### config.mk
export PLATFORM = sky130hd
export DESIGN_NAME = vxe_top
export DESIGN_NICKNAME = d
export VERILOG_FILES = /design/src/rtl/vxe_top.sv
export SDC_FILE = /design/constraint.sdc
export NUM_CORES = 1
export LEC_CHECK = 0
export CORE_AREA = 2 2 302 304
export DETAILED_ROUTE_END_ITERATION = 8
export DIE_AREA = 0 0 304 306
export PLACE_DENSITY = 0.34
export REMOVE_ABC_BUFFERS = 1
export SYNTH_ARGS = -nofsm -noshare
export SYNTH_HDL_FRONTEND = slang
export SYNTH_SLANG_ARGS = --single-unit
### constraint.sdc
create_clock -name clk -period 2.85 [get_ports clk]
set_input_delay 0.57 -clock clk [delete_from_list [all_inputs] [get_ports clk]]
set_output_delay 0.57 -clock clk [all_outputs]
set_load 0.05 [all_outputs]
### src/rtl/vxe_top.sv
// Register block with an AXI4 slave for control/status and a single-beat 64-bit
// fetch engine on master 0. Master 1 is present for interface compatibility and tied off.
module vxe_top #(
    parameter int S0_ID_WIDTH           = 7,
    parameter int M0_ID_WIDTH           = 7,
    parameter int M1_ID_WIDTH           = 7,
    parameter int MEMIF_FIFO_DEPTH_POW2 = 5
) (
    input  logic                   clk,
    input  logic                   nrst,
    output logic                   o_intr,
    // S0 slave
    input  logic [S0_ID_WIDTH-1:0] S0_AXI4_AWID,
    input  logic [11:0]            S0_AXI4_AWADDR,
    input  logic [7:0]             S0_AXI4_AWLEN,
    input  logic [2:0]             S0_AXI4_AWSIZE,
    input  logic [1:0]             S0_AXI4_AWBURST,
    input  logic                   S0_AXI4_AWLOCK,
    input  logic [3:0]             S0_AXI4_AWCACHE,
    input  logic [2:0]             S0_AXI4_AWPROT,
    input  logic                   S0_AXI4_AWVALID,
    output logic                   S0_AXI4_AWREADY,
    input  logic [31:0]            S0_AXI4_WDATA,
    input  logic [3:0]             S0_AXI4_WSTRB,
    input  logic                   S0_AXI4_WLAST,
    input  logic                   S0_AXI4_WVALID,
    output logic                   S0_AXI4_WREADY,
    output logic [S0_ID_WIDTH-1:0] S0_AXI4_BID,
    output logic [1:0]             S0_AXI4_BRESP,
    output logic                   S0_AXI4_BVALID,
    input  logic                   S0_AXI4_BREADY,
    input  logic [S0_ID_WIDTH-1:0] S0_AXI4_ARID,
    input  logic [11:0]            S0_AXI4_ARADDR,
    input  logic [7:0]             S0_AXI4_ARLEN,
    input  logic [2:0]             S0_AXI4_ARSIZE,
    input  logic [1:0]             S0_AXI4_ARBURST,
    input  logic                   S0_AXI4_ARLOCK,
    input  logic [3:0]             S0_AXI4_ARCACHE,
    input  logic [2:0]             S0_AXI4_ARPROT,
    input  logic                   S0_AXI4_ARVALID,
    output logic                   S0_AXI4_ARREADY,
    output logic [S0_ID_WIDTH-1:0] S0_AXI4_RID,
    output logic [31:0]            S0_AXI4_RDATA,
    output logic [1:0]             S0_AXI4_RRESP,
    output logic                   S0_AXI4_RLAST,
    output logic                   S0_AXI4_RVALID,
    input  logic                   S0_AXI4_RREADY,
    // M0 master
    output logic [M0_ID_WIDTH-1:0] M0_AXI4_AWID,
    output logic [39:0]            M0_AXI4_AWADDR,
    output logic [7:0]             M0_AXI4_AWLEN,
    output logic [2:0]             M0_AXI4_AWSIZE,
    output logic [1:0]             M0_AXI4_AWBURST,
    output logic                   M0_AXI4_AWLOCK,
    output logic [3:0]             M0_AXI4_AWCACHE,
    output logic [2:0]             M0_AXI4_AWPROT,
    output logic                   M0_AXI4_AWVALID,
    input  logic                   M0_AXI4_AWREADY,
    output logic [63:0]            M0_AXI4_WDATA,
    output logic [7:0]             M0_AXI4_WSTRB,
    output logic                   M0_AXI4_WLAST,
    output logic                   M0_AXI4_WVALID,
    input  logic                   M0_AXI4_WREADY,
    input  logic [M0_ID_WIDTH-1:0] M0_AXI4_BID,
    input  logic [1:0]             M0_AXI4_BRESP,
    input  logic                   M0_AXI4_BVALID,
    output logic                   M0_AXI4_BREADY,
    output logic [M0_ID_WIDTH-1:0] M0_AXI4_ARID,
    output logic [39:0]            M0_AXI4_ARADDR,
    output logic [7:0]             M0_AXI4_ARLEN,
    output logic [2:0]             M0_AXI4_ARSIZE,
    output logic [1:0]             M0_AXI4_ARBURST,
    output logic                   M0_AXI4_ARLOCK,
    output logic [3:0]             M0_AXI4_ARCACHE,
    output logic [2:0]             M0_AXI4_ARPROT,
    output logic                   M0_AXI4_ARVALID,
    input  logic                   M0_AXI4_ARREADY,
    input  logic [M0_ID_WIDTH-1:0] M0_AXI4_RID,
    input  logic [63:0]            M0_AXI4_RDATA,
    input  logic [1:0]             M0_AXI4_RRESP,
    input  logic                   M0_AXI4_RLAST,
    input  logic                   M0_AXI4_RVALID,
    output logic                   M0_AXI4_RREADY,
    // M1 master
    output logic [M1_ID_WIDTH-1:0] M1_AXI4_AWID,
    output logic [39:0]            M1_AXI4_AWADDR,
    output logic [7:0]             M1_AXI4_AWLEN,
    output logic [2:0]             M1_AXI4_AWSIZE,
    output logic [1:0]             M1_AXI4_AWBURST,
    output logic                   M1_AXI4_AWLOCK,
    output logic [3:0]             M1_AXI4_AWCACHE,
    output logic [2:0]             M1_AXI4_AWPROT,
    output logic                   M1_AXI4_AWVALID,
    input  logic                   M1_AXI4_AWREADY,
    output logic [63:0]            M1_AXI4_WDATA,
    output logic [7:0]             M1_AXI4_WSTRB,
    output logic                   M1_AXI4_WLAST,
    output logic                   M1_AXI4_WVALID,
    input  logic                   M1_AXI4_WREADY,
    input  logic [M1_ID_WIDTH-1:0] M1_AXI4_BID,
    input  logic [1:0]             M1_AXI4_BRESP,
    input  logic                   M1_AXI4_BVALID,
    output logic                   M1_AXI4_BREADY,
    output logic [M1_ID_WIDTH-1:0] M1_AXI4_ARID,
    output logic [39:0]            M1_AXI4_ARADDR,
    output logic [7:0]             M1_AXI4_ARLEN,
    output logic [2:0]             M1_AXI4_ARSIZE,
    output logic [1:0]             M1_AXI4_ARBURST,
    output logic                   M1_AXI4_ARLOCK,
    output logic [3:0]             M1_AXI4_ARCACHE,
    output logic [2:0]             M1_AXI4_ARPROT,
    output logic                   M1_AXI4_ARVALID,
    input  logic                   M1_AXI4_ARREADY,
    input  logic [M1_ID_WIDTH-1:0] M1_AXI4_RID,
    input  logic [63:0]            M1_AXI4_RDATA,
    input  logic [1:0]             M1_AXI4_RRESP,
    input  logic                   M1_AXI4_RLAST,
    input  logic                   M1_AXI4_RVALID,
    output logic                   M1_AXI4_RREADY
);

    typedef enum logic [1:0] {ST_IDLE, ST_ADDR, ST_DATA} state_e;

    localparam logic [9:0]  IDX_ID       = 10'd0;
    localparam logic [9:0]  IDX_STATUS   = 10'd1;
    localparam logic [9:0]  IDX_INTR_ACT = 10'd2;
    localparam logic [9:0]  IDX_INTR_MSK = 10'd3;
    localparam logic [9:0]  IDX_INTR_RAW = 10'd4;
    localparam logic [9:0]  IDX_PGM_LO   = 10'd5;
    localparam logic [9:0]  IDX_PGM_HI   = 10'd6;
    localparam logic [9:0]  IDX_START    = 10'd7;
    localparam logic [9:0]  IDX_DATA_LO  = 10'd8;
    localparam logic [9:0]  IDX_DATA_HI  = 10'd9;
    localparam logic [31:0] ID_VALUE     = 32'h5658_4500;

    state_e                 state_q, state_d;
    logic [1:0]             msk_q, msk_d;
    logic [1:0]             raw_q, raw_d;
    logic [28:0]            pgm_lo_q, pgm_lo_d;
    logic [7:0]             pgm_hi_q, pgm_hi_d;
    logic [39:0]            fetch_addr_q, fetch_addr_d;
    logic [63:0]            data_q, data_d;
    logic                   bvalid_q, bvalid_d;
    logic [S0_ID_WIDTH-1:0] bid_q, bid_d;
    logic                   rvalid_q, rvalid_d;
    logic [S0_ID_WIDTH-1:0] rid_q, rid_d;
    logic [31:0]            rdata_q, rdata_d;

    logic       wr_hs, rd_hs, busy, m0_arvalid, m0_rready;
    logic [9:0] wr_idx, rd_idx;
    logic [31:0] rd_val;

    assign busy   = (state_q != ST_IDLE);
    assign wr_idx = S0_AXI4_AWADDR[11:2];
    assign rd_idx = S0_AXI4_ARADDR[11:2];
    assign wr_hs  = S0_AXI4_AWVALID & S0_AXI4_WVALID & ~bvalid_q;
    assign rd_hs  = S0_AXI4_ARVALID & ~rvalid_q;

    always_comb begin
        rd_val = 32'h0;
        case (rd_idx)
            IDX_ID:       rd_val = ID_VALUE;
            IDX_STATUS:   rd_val = {31'h0, busy};
            IDX_INTR_ACT: rd_val = {30'h0, raw_q & msk_q};
            IDX_INTR_MSK: rd_val = {30'h0, msk_q};
            IDX_INTR_RAW: rd_val = {30'h0, raw_q};
            IDX_PGM_LO:   rd_val = {pgm_lo_q, 3'b000};
            IDX_PGM_HI:   rd_val = {24'h0, pgm_hi_q};
            IDX_DATA_LO:  rd_val = data_q[31:0];
            IDX_DATA_HI:  rd_val = data_q[63:32];
            default:      rd_val = 32'h0;
        endcase
    end

    always_comb begin
        state_d      = state_q;
        msk_d        = msk_q;
        raw_d        = raw_q;
        pgm_lo_d     = pgm_lo_q;
        pgm_hi_d     = pgm_hi_q;
        fetch_addr_d = fetch_addr_q;
        data_d       = data_q;
        m0_arvalid   = 1'b0;
        m0_rready    = 1'b0;

        bvalid_d = wr_hs ? 1'b1 : (S0_AXI4_BREADY ? 1'b0 : bvalid_q);
        bid_d    = wr_hs ? S0_AXI4_AWID : bid_q;
        rvalid_d = rd_hs ? 1'b1 : (S0_AXI4_RREADY ? 1'b0 : rvalid_q);
        rid_d    = rd_hs ? S0_AXI4_ARID : rid_q;
        rdata_d  = rd_hs ? rd_val : rdata_q;

        if (wr_hs) begin
            case (wr_idx)
                IDX_INTR_ACT: raw_d    = raw_q & ~S0_AXI4_WDATA[1:0];
                IDX_INTR_MSK: msk_d    = S0_AXI4_WDATA[1:0];
                IDX_PGM_LO:   pgm_lo_d = S0_AXI4_WDATA[31:3];
                IDX_PGM_HI:   pgm_hi_d = S0_AXI4_WDATA[7:0];
                default:      ;
            endcase
        end

        // The fetch address is snapshotted at START so ARADDR cannot move under ARVALID.
        case (state_q)
            ST_IDLE: begin
                if (wr_hs && (wr_idx == IDX_START)) begin
                    state_d      = ST_ADDR;
                    fetch_addr_d = {pgm_hi_q, pgm_lo_q, 3'b000};
                end
            end
            ST_ADDR: begin
                m0_arvalid = 1'b1;
                if (M0_AXI4_ARREADY) state_d = ST_DATA;
            end
            ST_DATA: begin
                m0_rready = 1'b1;
                if (M0_AXI4_RVALID) begin
                    data_d  = M0_AXI4_RDATA;
                    state_d = ST_IDLE;
                    // Applied after the W1C above so a simultaneous set wins.
                    if (M0_AXI4_RRESP[1]) raw_d[1] = 1'b1;
                    else                  raw_d[0] = 1'b1;
                end
            end
            default: state_d = ST_IDLE;
        endcase
    end

    always_ff @(posedge clk) begin
        if (nrst) begin
            state_q      <= ST_IDLE;
            msk_q        <= '0;
            raw_q        <= '0;
            pgm_lo_q     <= '0;
            pgm_hi_q     <= '0;
            fetch_addr_q <= '0;
            data_q       <= '0;
            bvalid_q     <= 1'b0;
            bid_q        <= '0;
            rvalid_q     <= 1'b0;
            rid_q        <= '0;
            rdata_q      <= '0;
        end else begin
            state_q      <= state_d;
            msk_q        <= msk_d;
            raw_q        <= raw_d;
            pgm_lo_q     <= pgm_lo_d;
            pgm_hi_q     <= pgm_hi_d;
            fetch_addr_q <= fetch_addr_d;
            data_q       <= data_d;
            bvalid_q     <= bvalid_d;
            bid_q        <= bid_d;
            rvalid_q     <= rvalid_d;
            rid_q        <= rid_d;
            rdata_q      <= rdata_d;
        end
    end

    assign o_intr = |(raw_q & msk_q);

    assign S0_AXI4_AWREADY = wr_hs;
    assign S0_AXI4_WREADY  = wr_hs;
    assign S0_AXI4_BID     = bid_q;
    assign S0_AXI4_BRESP   = 2'b00;
    assign S0_AXI4_BVALID  = bvalid_q;
    assign S0_AXI4_ARREADY = ~rvalid_q;
    assign S0_AXI4_RID     = rid_q;
    assign S0_AXI4_RDATA   = rdata_q;
    assign S0_AXI4_RRESP   = 2'b00;
    assign S0_AXI4_RLAST   = 1'b1;
    assign S0_AXI4_RVALID  = rvalid_q;

    assign M0_AXI4_AWID    = '0;
    assign M0_AXI4_AWADDR  = '0;
    assign M0_AXI4_AWLEN   = '0;
    assign M0_AXI4_AWSIZE  = '0;
    assign M0_AXI4_AWBURST = '0;
    assign M0_AXI4_AWLOCK  = 1'b0;
    assign M0_AXI4_AWCACHE = '0;
    assign M0_AXI4_AWPROT  = '0;
    assign M0_AXI4_AWVALID = 1'b0;
    assign M0_AXI4_WDATA   = '0;
    assign M0_AXI4_WSTRB   = '0;
    assign M0_AXI4_WLAST   = 1'b0;
    assign M0_AXI4_WVALID  = 1'b0;
    assign M0_AXI4_BREADY  = 1'b1;
    assign M0_AXI4_ARID    = '0;
    assign M0_AXI4_ARADDR  = fetch_addr_q;
    assign M0_AXI4_ARLEN   = 8'd0;
    assign M0_AXI4_ARSIZE  = 3'd3;
    assign M0_AXI4_ARBURST = 2'b01;
    assign M0_AXI4_ARLOCK  = 1'b0;
    assign M0_AXI4_ARCACHE = '0;
    assign M0_AXI4_ARPROT  = '0;
    assign M0_AXI4_ARVALID = m0_arvalid;
    assign M0_AXI4_RREADY  = m0_rready;

    assign M1_AXI4_AWID    = '0;
    assign M1_AXI4_AWADDR  = '0;
    assign M1_AXI4_AWLEN   = '0;
    assign M1_AXI4_AWSIZE  = '0;
    assign M1_AXI4_AWBURST = '0;
    assign M1_AXI4_AWLOCK  = 1'b0;
    assign M1_AXI4_AWCACHE = '0;
    assign M1_AXI4_AWPROT  = '0;
    assign M1_AXI4_AWVALID = 1'b0;
    assign M1_AXI4_WDATA   = '0;
    assign M1_AXI4_WSTRB   = '0;
    assign M1_AXI4_WLAST   = 1'b0;
    assign M1_AXI4_WVALID  = 1'b0;
    assign M1_AXI4_BREADY  = 1'b1;
    assign M1_AXI4_ARID    = '0;
    assign M1_AXI4_ARADDR  = '0;
    assign M1_AXI4_ARLEN   = '0;
    assign M1_AXI4_ARSIZE  = '0;
    assign M1_AXI4_ARBURST = '0;
    assign M1_AXI4_ARLOCK  = 1'b0;
    assign M1_AXI4_ARCACHE = '0;
    assign M1_AXI4_ARPROT  = '0;
    assign M1_AXI4_ARVALID = 1'b0;
    assign M1_AXI4_RREADY  = 1'b1;

    logic unused_inputs;
    assign unused_inputs = ^{S0_AXI4_AWADDR[1:0], S0_AXI4_AWLEN, S0_AXI4_AWSIZE,
                             S0_AXI4_AWBURST, S0_AXI4_AWLOCK, S0_AXI4_AWCACHE,
                             S0_AXI4_AWPROT, S0_AXI4_WSTRB, S0_AXI4_WLAST,
                             S0_AXI4_ARADDR[1:0], S0_AXI4_ARLEN, S0_AXI4_ARSIZE,
                             S0_AXI4_ARBURST, S0_AXI4_ARLOCK, S0_AXI4_ARCACHE,
                             S0_AXI4_ARPROT, M0_AXI4_AWREADY, M0_AXI4_WREADY,
                             M0_AXI4_BID, M0_AXI4_BRESP, M0_AXI4_BVALID,
                             M0_AXI4_RID, M0_AXI4_RRESP[0], M0_AXI4_RLAST,
                             M1_AXI4_AWREADY, M1_AXI4_WREADY, M1_AXI4_BID,
                             M1_AXI4_BRESP, M1_AXI4_BVALID, M1_AXI4_ARREADY,
                             M1_AXI4_RID, M1_AXI4_RDATA, M1_AXI4_RRESP,
                             M1_AXI4_RLAST, M1_AXI4_RVALID,
                             MEMIF_FIFO_DEPTH_POW2[0]};

endmodule

==> insert_results.sql, run 1 <==
INSERT INTO impl_metrics (metric_group, metric, value, unit) VALUES
('placement', 'placement.cell_area', '13200', 'um^2'),
('clock_network', 'h-tree-depth', '4', ''),
('grt', 'global_route.usage.met1', '11.7', '%'),
('sta', 'post-route-period-util', '91.6', '%'),
('critical_path', 'cp_data_arrival_time', '2.04', 'ns'),
('critical_path', 'worstReg2RegStart', 'state_q[1]$_SDFFE_PP0P_', ''),
('critical_path', 'worst-r2r-cell-count', '5', ''),
('placement', 'detailedPlacementHpwl', '32400', 'um'),
('critical_path', 'setup.worst_path.end', 'M0_AXI4_ARVALID', ''),
('logic_synthesis', 'synthesis.instances', '1361', ''),
('grt', 'global_route.usage.total', '8.91', '%'),
('route', 'route.antenna.remaining_nets', '0', ''),
('route', 'drt-total-wl', '42900', 'um'),
('logic_synthesis', 'synth_edf_count', '0', ''),
('job', 'max_cap_viol_count', '0', ''),
('clock_network', 'clk-insertion-delay-late', '0.51', 'ns'),
('route', 'detailedRoute.firstIterationViolations', '395', ''),
('placement', 'port-buffer-count', '230', ''),
('sta', 'report.final.hold_viol_count', '0', ''),
('layout', 'layout_common_cells', 'sky130_fd_sc_hd__conb_1 (394), sky130_fd_sc_hd__clkdlybuf4s50_1 (225), sky130_fd_sc_hd__dfxtp_1 (192)', ''),
('floorplan', 'fp.dieW', '304', 'um'),
('layout', 'final_layout_size_suffix_gt1_share', '6.38', '%'),
('logic_synthesis', 'synth-seq-area-share', '35.7', '%'),
('power', 'power.ir.vdd_worst', '432', 'uV'),
('critical_path', 'reg2reg_slack', '0.95', 'ns'),
('grt', 'top_usage_layer', 'met2', ''),
('sta', 'final_period_minus_worst_setup_slack', '2.61', 'ns'),
('logic_synthesis', 'dominantRegCellSynth', 'sky130_fd_sc_hd__dfxtp_1', ''),
('sta', 'worst_slew_margin_rel', '36.1', '%'),
('logic_synthesis', 'ys_seq_elements', '192', ''),
('power', 'total_power', '7210', 'uW'),
('sta', 'unrepaired_setup_endpoints_after_global_routing', 'false', ''),
('outcome', 'status', 'completed', ''),
('worst_hold_path', 'worstHoldPathType', 'primary input to flop', ''),
('logic_synthesis', 'synth.yosys.warnings', '0', ''),
('sta', 'fin_setup_tns', '0', 'ns'),
('logic_synthesis', 'synthArstFlopShare', '0', '%'),
('floorplan', 'design.portCount', '785', ''),
('floorplan', 'initial_utilization', '12.0', '%'),
('grt', 'grt_pass1_vias', '7957', ''),
('layout', 'finish.net_count', '1870', ''),
('sta', 'max_slew.worst_pin.slew', '0.957', 'ns'),
('critical_path', 'worst_setup_path_end_kind', 'output port', ''),
('power', 'leakagePower', '0.00503', 'uW'),
('critical_path', 'worst_setup_path_start_kind', 'flop', ''),
('critical_path', 'crit_required', '2.28', 'ns'),
('route', 'detail_route.first_pass.iterations', '4', ''),
('grt', 'first_pass_grt_wire_length', '58800', 'um'),
('critical_path', 'critPathLaunch', 'state_q[0]$_SDFFE_PP0P_', ''),
('route', 'vias', '8693', ''),
('clock_network', 'clock_sink_count', '192', ''),
('layout', 'area_added_between_synthesis_and_finish', '28.7', '%'),
('route', 'avgRoutedWirePerCell', '15.5', 'um'),
('sta', 'setup_viol', '0', ''),
('clock_network', 'ctsRootBufferMaster', 'sky130_fd_sc_hd__clkbuf_16', ''),
('placement', 'gp_congestion', '0.694', ''),
('grt', 'grt_antenna_before_repair', '8', ''),
('route', 'viasPerCell', '3.15', ''),
('floorplan', 'placementRows', '110', ''),
('floorplan', 'design.die.area', '93000', 'um^2'),
('grt', 'grt_overflow_total', '0', ''),
('sta', 'final_max_slew_viol_count', '0', ''),
('layout', 'final_area', '13900', 'um^2'),
('grt', 'grtUsageMet2', '13.7', '%'),
('grt', 'grt.met3_usage', '2.83', '%'),
('grt', 'largest_net_degree_at_the_start_of_global_routing', '71', ''),
('critical_path', 'worstSetupPathType', 'flop to output port', ''),
('clock_network', 'cts_tree', 'yes', ''),
('layout', 'mostFrequentLayoutCell', 'sky130_fd_sc_hd__conb_1', ''),
('clock_network', 'cts_buffers', '17', ''),
('sta', 'final.setup_skew', '0.0240', 'ns'),
('clock_network', 'cts_max_path_buffers', '2', ''),
('logic_synthesis', 'post_synth.cell_area_avg', '7.92', 'um^2'),
('critical_path', 'r2r-end', 'data_q[4]$_SDFFE_PP0P_', ''),
('logic_synthesis', 'post_synth_num_cell_types', '50', ''),
('route', 'post-route-drc-count', '0', ''),
('logic_synthesis', 'synth_area', '10800', 'um^2'),
('sta', 'max_freq', '383', 'MHz'),
('power', 'cellPowerDensity', '519', 'nW/um^2'),
('floorplan', 'dieHeight', '306', 'um'),
('clock_network', 'clkTransAtPathRegs', '0.08', 'ns'),
('floorplan', 'core_area', '89600', 'um^2'),
('critical_path', 'cp_max_fo', '4', '');
[layer usage]
metal | wire length, um | share of wire, %
met1 | 19700 | 46
met2 | 19700 | 46
met3 | 2750 | 6.4
met5 | 61 | 0.14
met4 | 625 | 1.5
[worst min-delay path by stage]
stage / startpoint / end / slack [ns] / cells past startpoint
6_report: nrst / S0_AXI4_RID[4]$_SDFFE_PP0P_ / 0.44 / 2
2_1_floorplan: data_q[10]$_SDFFE_PP0P_ / data_q[10]$_SDFFE_PP0P_ / 0.43 / 2
3_3_place_gp: data_q[25]$_SDFFE_PP0P_ / data_q[25]$_SDFFE_PP0P_ / 0.44 / 2
3_5_place_dp: data_q[8]$_SDFFE_PP0P_ / data_q[8]$_SDFFE_PP0P_ / 0.44 / 2
4_1_cts: nrst / S0_AXI4_RID[4]$_SDFFE_PP0P_ / 0.38 / 2
5_1_grt: nrst / S0_AXI4_RID[4]$_SDFFE_PP0P_ / 0.41 / 2
[power by group]
group	switching, uW	internal (uW)	leakage (uW)	total, uW
sequential	6.96	2690	0.00155	2700
combinational	1420	262	0.00317	1680
clock	1310	1520	0.000312	2830
total	2730	4480	0.00503	7210
[through the flow]
stage / setup WS, ns / utilization [%] / std cells / hold slack, ns
floorplan: -0.973 / - / 1275 / 0.425
global placement: 0.118 / 14.8 / 2727 / 0.442
detailed placement: 0.104 / 14.8 / 2727 / 0.444
CTS: 0.000901 / 15.5 / 2758 / 0.384
global route: 0.125 / 15.5 / 2758 / 0.410
finish: 0.240 / 15.5 / 2761 / 0.438
[state kept, by name, indices dropped and copies added, names as in the netlist]
signal          count
state_q             2
data_q             64
M0_AXI4_ARADDR     37
S0_AXI4_RVALID      1
S0_AXI4_RDATA      32
raw_q               2
pgm_lo_q           29
pgm_hi_q            8
S0_AXI4_BID         7
S0_AXI4_BVALID      1
S0_AXI4_RID         7
msk_q               2
[synthesized netlist by cell type, types with 2 or more instances]
cell / instances / area, um^2
sky130_fd_sc_hd__conb_1: 2 / 7.51
sky130_fd_sc_hd__a21oi_1: 173 / 866
sky130_fd_sc_hd__nor3b_1: 3 / 22.5
sky130_fd_sc_hd__nand2b_1: 16 / 100
sky130_fd_sc_hd__a22o_1: 8 / 70.1
sky130_fd_sc_hd__or3_1: 3 / 18.8
sky130_fd_sc_hd__nand2_1: 189 / 709
sky130_fd_sc_hd__dfxtp_1: 192 / 3840
sky130_fd_sc_hd__buf_4: 396 / 2970
sky130_fd_sc_hd__a2bb2oi_1: 10 / 87.6
sky130_fd_sc_hd__or4_4: 2 / 22.5
sky130_fd_sc_hd__buf_2: 25 / 125
sky130_fd_sc_hd__and2_1: 2 / 12.5
sky130_fd_sc_hd__o22ai_1: 5 / 31.3
sky130_fd_sc_hd__o21ai_0: 81 / 405
sky130_fd_sc_hd__a32o_1: 3 / 30.0
sky130_fd_sc_hd__a22oi_1: 17 / 128
sky130_fd_sc_hd__inv_1: 7 / 26.3
sky130_fd_sc_hd__nand4_1: 9 / 56.3
sky130_fd_sc_hd__nor2_1: 20 / 75.1
sky130_fd_sc_hd__mux2i_1: 19 / 190
sky130_fd_sc_hd__clkbuf_1: 54 / 203
sky130_fd_sc_hd__o31ai_1: 2 / 15.0
sky130_fd_sc_hd__buf_6: 3 / 33.8
sky130_fd_sc_hd__and3_1: 2 / 12.5
sky130_fd_sc_hd__nor4b_1: 2 / 17.5
sky130_fd_sc_hd__o21ai_1: 20 / 100
sky130_fd_sc_hd__nor2b_1: 9 / 56.3
sky130_fd_sc_hd__nand3_1: 66 / 330
[final cells by class]
class,count,area [um^2]
inverters,7,26.3
fillers,10212,75700
repair buffers,276,2820
well taps,1176,1470
clock buffers,20,457
multi-input cells,1076,5080
clock inverters,11,174
flip-flops and latches,192,3840
diodes,3,7.51
[cell families (layout without fill, tap and decap cells)]
| kind of cell | after synthesis | count (layout) | synth area share (%) |
|---|---|---|---|
| other cells | 2 | 397 | 0.0697 |
| compound gates | 326 | 326 | 16.6 |
| flops | 192 | 192 | 35.7 |
| simple gates | 336 | 336 | 14.6 |
| buf+inv | 485 | 314 | 31.2 |
| mux | 20 | 20 | 1.87 |
[critical path, stage by stage (launching register included)]
cell and delay [ns]:
sky130_fd_sc_hd__dfxtp_1 0.44, sky130_fd_sc_hd__nor2b_1 0.25, sky130_fd_sc_hd__clkdlybuf4s50_1 0.86
[timing repair]
item,CTS,global route
setup buffers,0,0
resized for setup,0,1
hold buffers,0,0
setup endpoints to repair,0,1
Note: power is estimated with default switching activity, not from simulation.
==> run 2: changes to the inputs <==
--- a/config.mk
+++ b/config.mk
@@ -8,7 +8,7 @@
 export CORE_AREA = 2 2 302 304
 export DETAILED_ROUTE_END_ITERATION = 8
 export DIE_AREA = 0 0 304 306
-export PLACE_DENSITY = 0.34
+export GPL_TIMING_DRIVEN = 0
 export REMOVE_ABC_BUFFERS = 1
 export SYNTH_ARGS = -nofsm -noshare
 export SYNTH_HDL_FRONTEND = slang
==> insert_results.sql, run 2 (synthesis gave the netlist of run 1 again) <==
INSERT INTO impl_metrics (metric_group, metric, value, unit) VALUES
('critical_path', 'crit_buf_inv', '1', ''),
('route', 'avgRoutedWirePerCell', '15.1', 'um'),
('power', 'share_comb_of_total_power', '23.4', '%'),
('placement', 'detailedPlacementHpwl', '31600', 'um'),
('sta', 'report.final.hold_viol_count', '0', ''),
('route', 'drt-total-wl', '41100', 'um'),
('floorplan', 'placementRows', '110', ''),
('layout', 'mostFrequentLayoutCell', 'sky130_fd_sc_hd__conb_1', ''),
('power', 'power_report.internal_total', '4310', 'uW'),
('critical_path', 'cp_data_arrival_time', '2.17', 'ns'),
('grt', 'grt_antenna_before_repair', '6', ''),
('clock_network', 'cts_max_path_buffers', '2', ''),
('power', 'total_switching_power', '2720', 'uW'),
('power', 'swShare', '38.7', '%'),
('route', 'viasPerCell', '3.19', ''),
('layout', 'max_reg_flops', '64', ''),
('power', 'power.ir.vdd_worst', '493', 'uV'),
('layout', 'finish.net_count', '1840', ''),
('route', 'detail_route.first_pass.iterations', '6', ''),
('layout', 'fillerInstances', '10212', ''),
('floorplan', 'design.die.area', '93000', 'um^2'),
('sta', 'final_critical_path_setup_slack', '0.114', 'ns'),
('grt', 'grt_overflow_total', '0', ''),
('sta', 'final_period_minus_worst_setup_slack', '2.74', 'ns'),
('placement', 'preCtsSetupSlack', '-0.826', 'ns'),
('clock_network', 'cts_tree', 'yes', ''),
('layout', 'area_added_between_synthesis_and_finish', '26.9', '%'),
('critical_path', 'slowest_delay', '0.88', 'ns'),
('critical_path', 'worst_setup_path_end_kind', 'output port', ''),
('power', 'pwr-share-clk', '38.2', '%'),
('sta', 'post-route-period-util', '96.0', '%'),
('layout', 'area.sequential', '3840', 'um^2'),
('outcome', 'status', 'completed', ''),
('grt', 'grt_pass1_vias', '7528', ''),
('sta', 'setup_viol', '0', ''),
('critical_path', 'worstSetupPathType', 'flop to output port', ''),
('critical_path', 'crit_path_cell_trace', 'nor2b_1, clkdlybuf4s50_1', ''),
('floorplan', 'dieHeight', '306', 'um'),
('critical_path', 'crit_slowest_cell', 'sky130_fd_sc_hd__clkdlybuf4s50_1', ''),
('layout', 'largest-register', 'data_q', ''),
('worst_hold_path', 'worstHoldPathType', 'flop to flop', ''),
('grt', 'largest_net_degree_at_the_start_of_global_routing', '89', ''),
('grt', 'first_pass_grt_wire_length', '55500', 'um'),
('clock_network', 'h-tree-depth', '4', ''),
('sta', 'max_slew.worst_pin.slew', '1.06', 'ns'),
('layout', 'layout_common_cells', 'sky130_fd_sc_hd__conb_1 (394), sky130_fd_sc_hd__clkdlybuf4s50_1 (225), sky130_fd_sc_hd__dfxtp_1 (192)', ''),
('job', 'max_cap_viol_count', '0', ''),
('clock_network', 'cts_buffers', '17', ''),
('route', 'vias', '8721', ''),
('sta', 'hold_slack', '0.448', 'ns'),
('placement', 'port-buffer-count', '230', ''),
('layout', 'multi_input_area', '5110', 'um^2'),
('route', 'post-route-drc-count', '0', ''),
('route', 'route.antenna.remaining_nets', '0', ''),
('sta', 'unrepaired_setup_endpoints_after_global_routing', 'false', ''),
('power', 'cellPowerDensity', '514', 'nW/um^2'),
('layout', 'final_core_utilization', '15.3', '%'),
('sta', 'final_max_slew_viol_count', '0', ''),
('floorplan', 'fp.dieW', '304', 'um'),
('grt', 'global_route.usage.total', '8.51', '%'),
('clock_network', 'ctsRootBufferMaster', 'sky130_fd_sc_hd__clkbuf_16', ''),
('sta', 'worst_slew_margin_rel', '28.9', '%'),
('critical_path', 'crit_required', '2.28', 'ns'),
('clock_network', 'cts.repair_timing.setup_buffer_count', '0', ''),
('critical_path', 'worst_setup_path_start_kind', 'flop', ''),
('clock_network', 'clock_sink_count', '192', ''),
('sta', 'max_freq', '365', 'MHz'),
('sta', 'fin_setup_tns', '0', 'ns'),
('layout', 'final_layout_size_suffix_gt1_share', '4.64', '%'),
('floorplan', 'initial_utilization', '12.0', '%'),
('placement', 'gp_congestion', '0.675', ''),
('floorplan', 'design.portCount', '785', ''),
('sta', 'final.setup_skew', '0.0160', 'ns'),
('critical_path', 'crit_family', 'buffers and inverters', ''),
('power', 'leakagePower', '0.00491', 'uW'),
('route', 'detailedRoute.firstIterationViolations', '527', ''),
('critical_path', 'cp_max_fo', '4', ''),
('clock_network', 'clkTransAtPathRegs', '0.08', 'ns'),
('clock_network', 'clk-insertion-delay-late', '0.52', 'ns'),
('power', 'p_seq_share', '38.4', '%'),
('floorplan', 'core_area', '89600', 'um^2');
## run 2: changes by cell type in the layout (fill, tap and decap cells not counted), sizes merged
cell         before  now
dlygate4sd2       0    2
bufinv            4    2
buf              50   18
inv              12   15
## run 2: worst paths after layout
kind                                                      from                              to  slack [ns]  cells after the start
worst max-delay path                   state_q[1]$_SDFFE_PP0P_                  M0_AXI4_RREADY        0.11                      2
worst min register to register  S0_AXI4_RDATA[16]$_SDFFE_PP0P_  S0_AXI4_RDATA[16]$_SDFFE_PP0P_        0.45                      2
worst max register to register     S0_AXI4_RVALID$_SDFFE_PP0P_  S0_AXI4_RDATA[31]$_SDFFE_PP0P_        0.68                      4
worst min-delay path            S0_AXI4_RDATA[16]$_SDFFE_PP0P_  S0_AXI4_RDATA[16]$_SDFFE_PP0P_        0.45                      2
## run 2: repair_timing
action	CTS	global route
endpoints found under the hold margin	0	0
cloned	0	0
resized for setup	4	2
endpoints found under the setup margin	20	17
pin swaps	0	0
hold buffers	0	0
## run 2: through the flow
step / instance area [um^2] / cells / total power [uW]
after floorplan: 8920 / 1275 / 4020
after global placement: 12700 / 2681 / 4380
after detailed placement: 13000 / 2697 / 4400
after CTS: 13700 / 2729 / 7180
after global routing: 13700 / 2729 / 7310
final: 13700 / 2732 / 7030
## run 2: worst min-delay path, cell delays in order, from the launching register on
cell	delay, ns
sky130_fd_sc_hd__dfxtp_1	0.31
sky130_fd_sc_hd__nand2_1	0.05
sky130_fd_sc_hd__o21ai_1	0.05
## run 2: layer usage
layer	share of wire, %	GRT usage [%]
met2	44	12.7
met3	7.3	2.74
met5	0.078	0
met1	46	11.3
met4	2.2	3.24
## run 2: final cells by class
class                   instances  area share, %
clock buffers                  20           3.34
clock inverters                12           1.19
well taps                    1176           10.8
multi-input cells            1076           37.4
repair buffers                246           19.0
flip-flops and latches        192           28.1
diodes                          3         0.0549
inverters                       7          0.192
## run 2: power groups by stage
stage | clock [uW] | combinational [uW] | sequential, uW
2_1_floorplan | 0 | 1210 | 2810
3_3_place_gp | 0 | 1620 | 2760
3_5_place_dp | 0 | 1640 | 2760
4_1_cts | 2850 | 1640 | 2700
5_1_grt | 2900 | 1710 | 2700
6_report | 2690 | 1650 | 2700
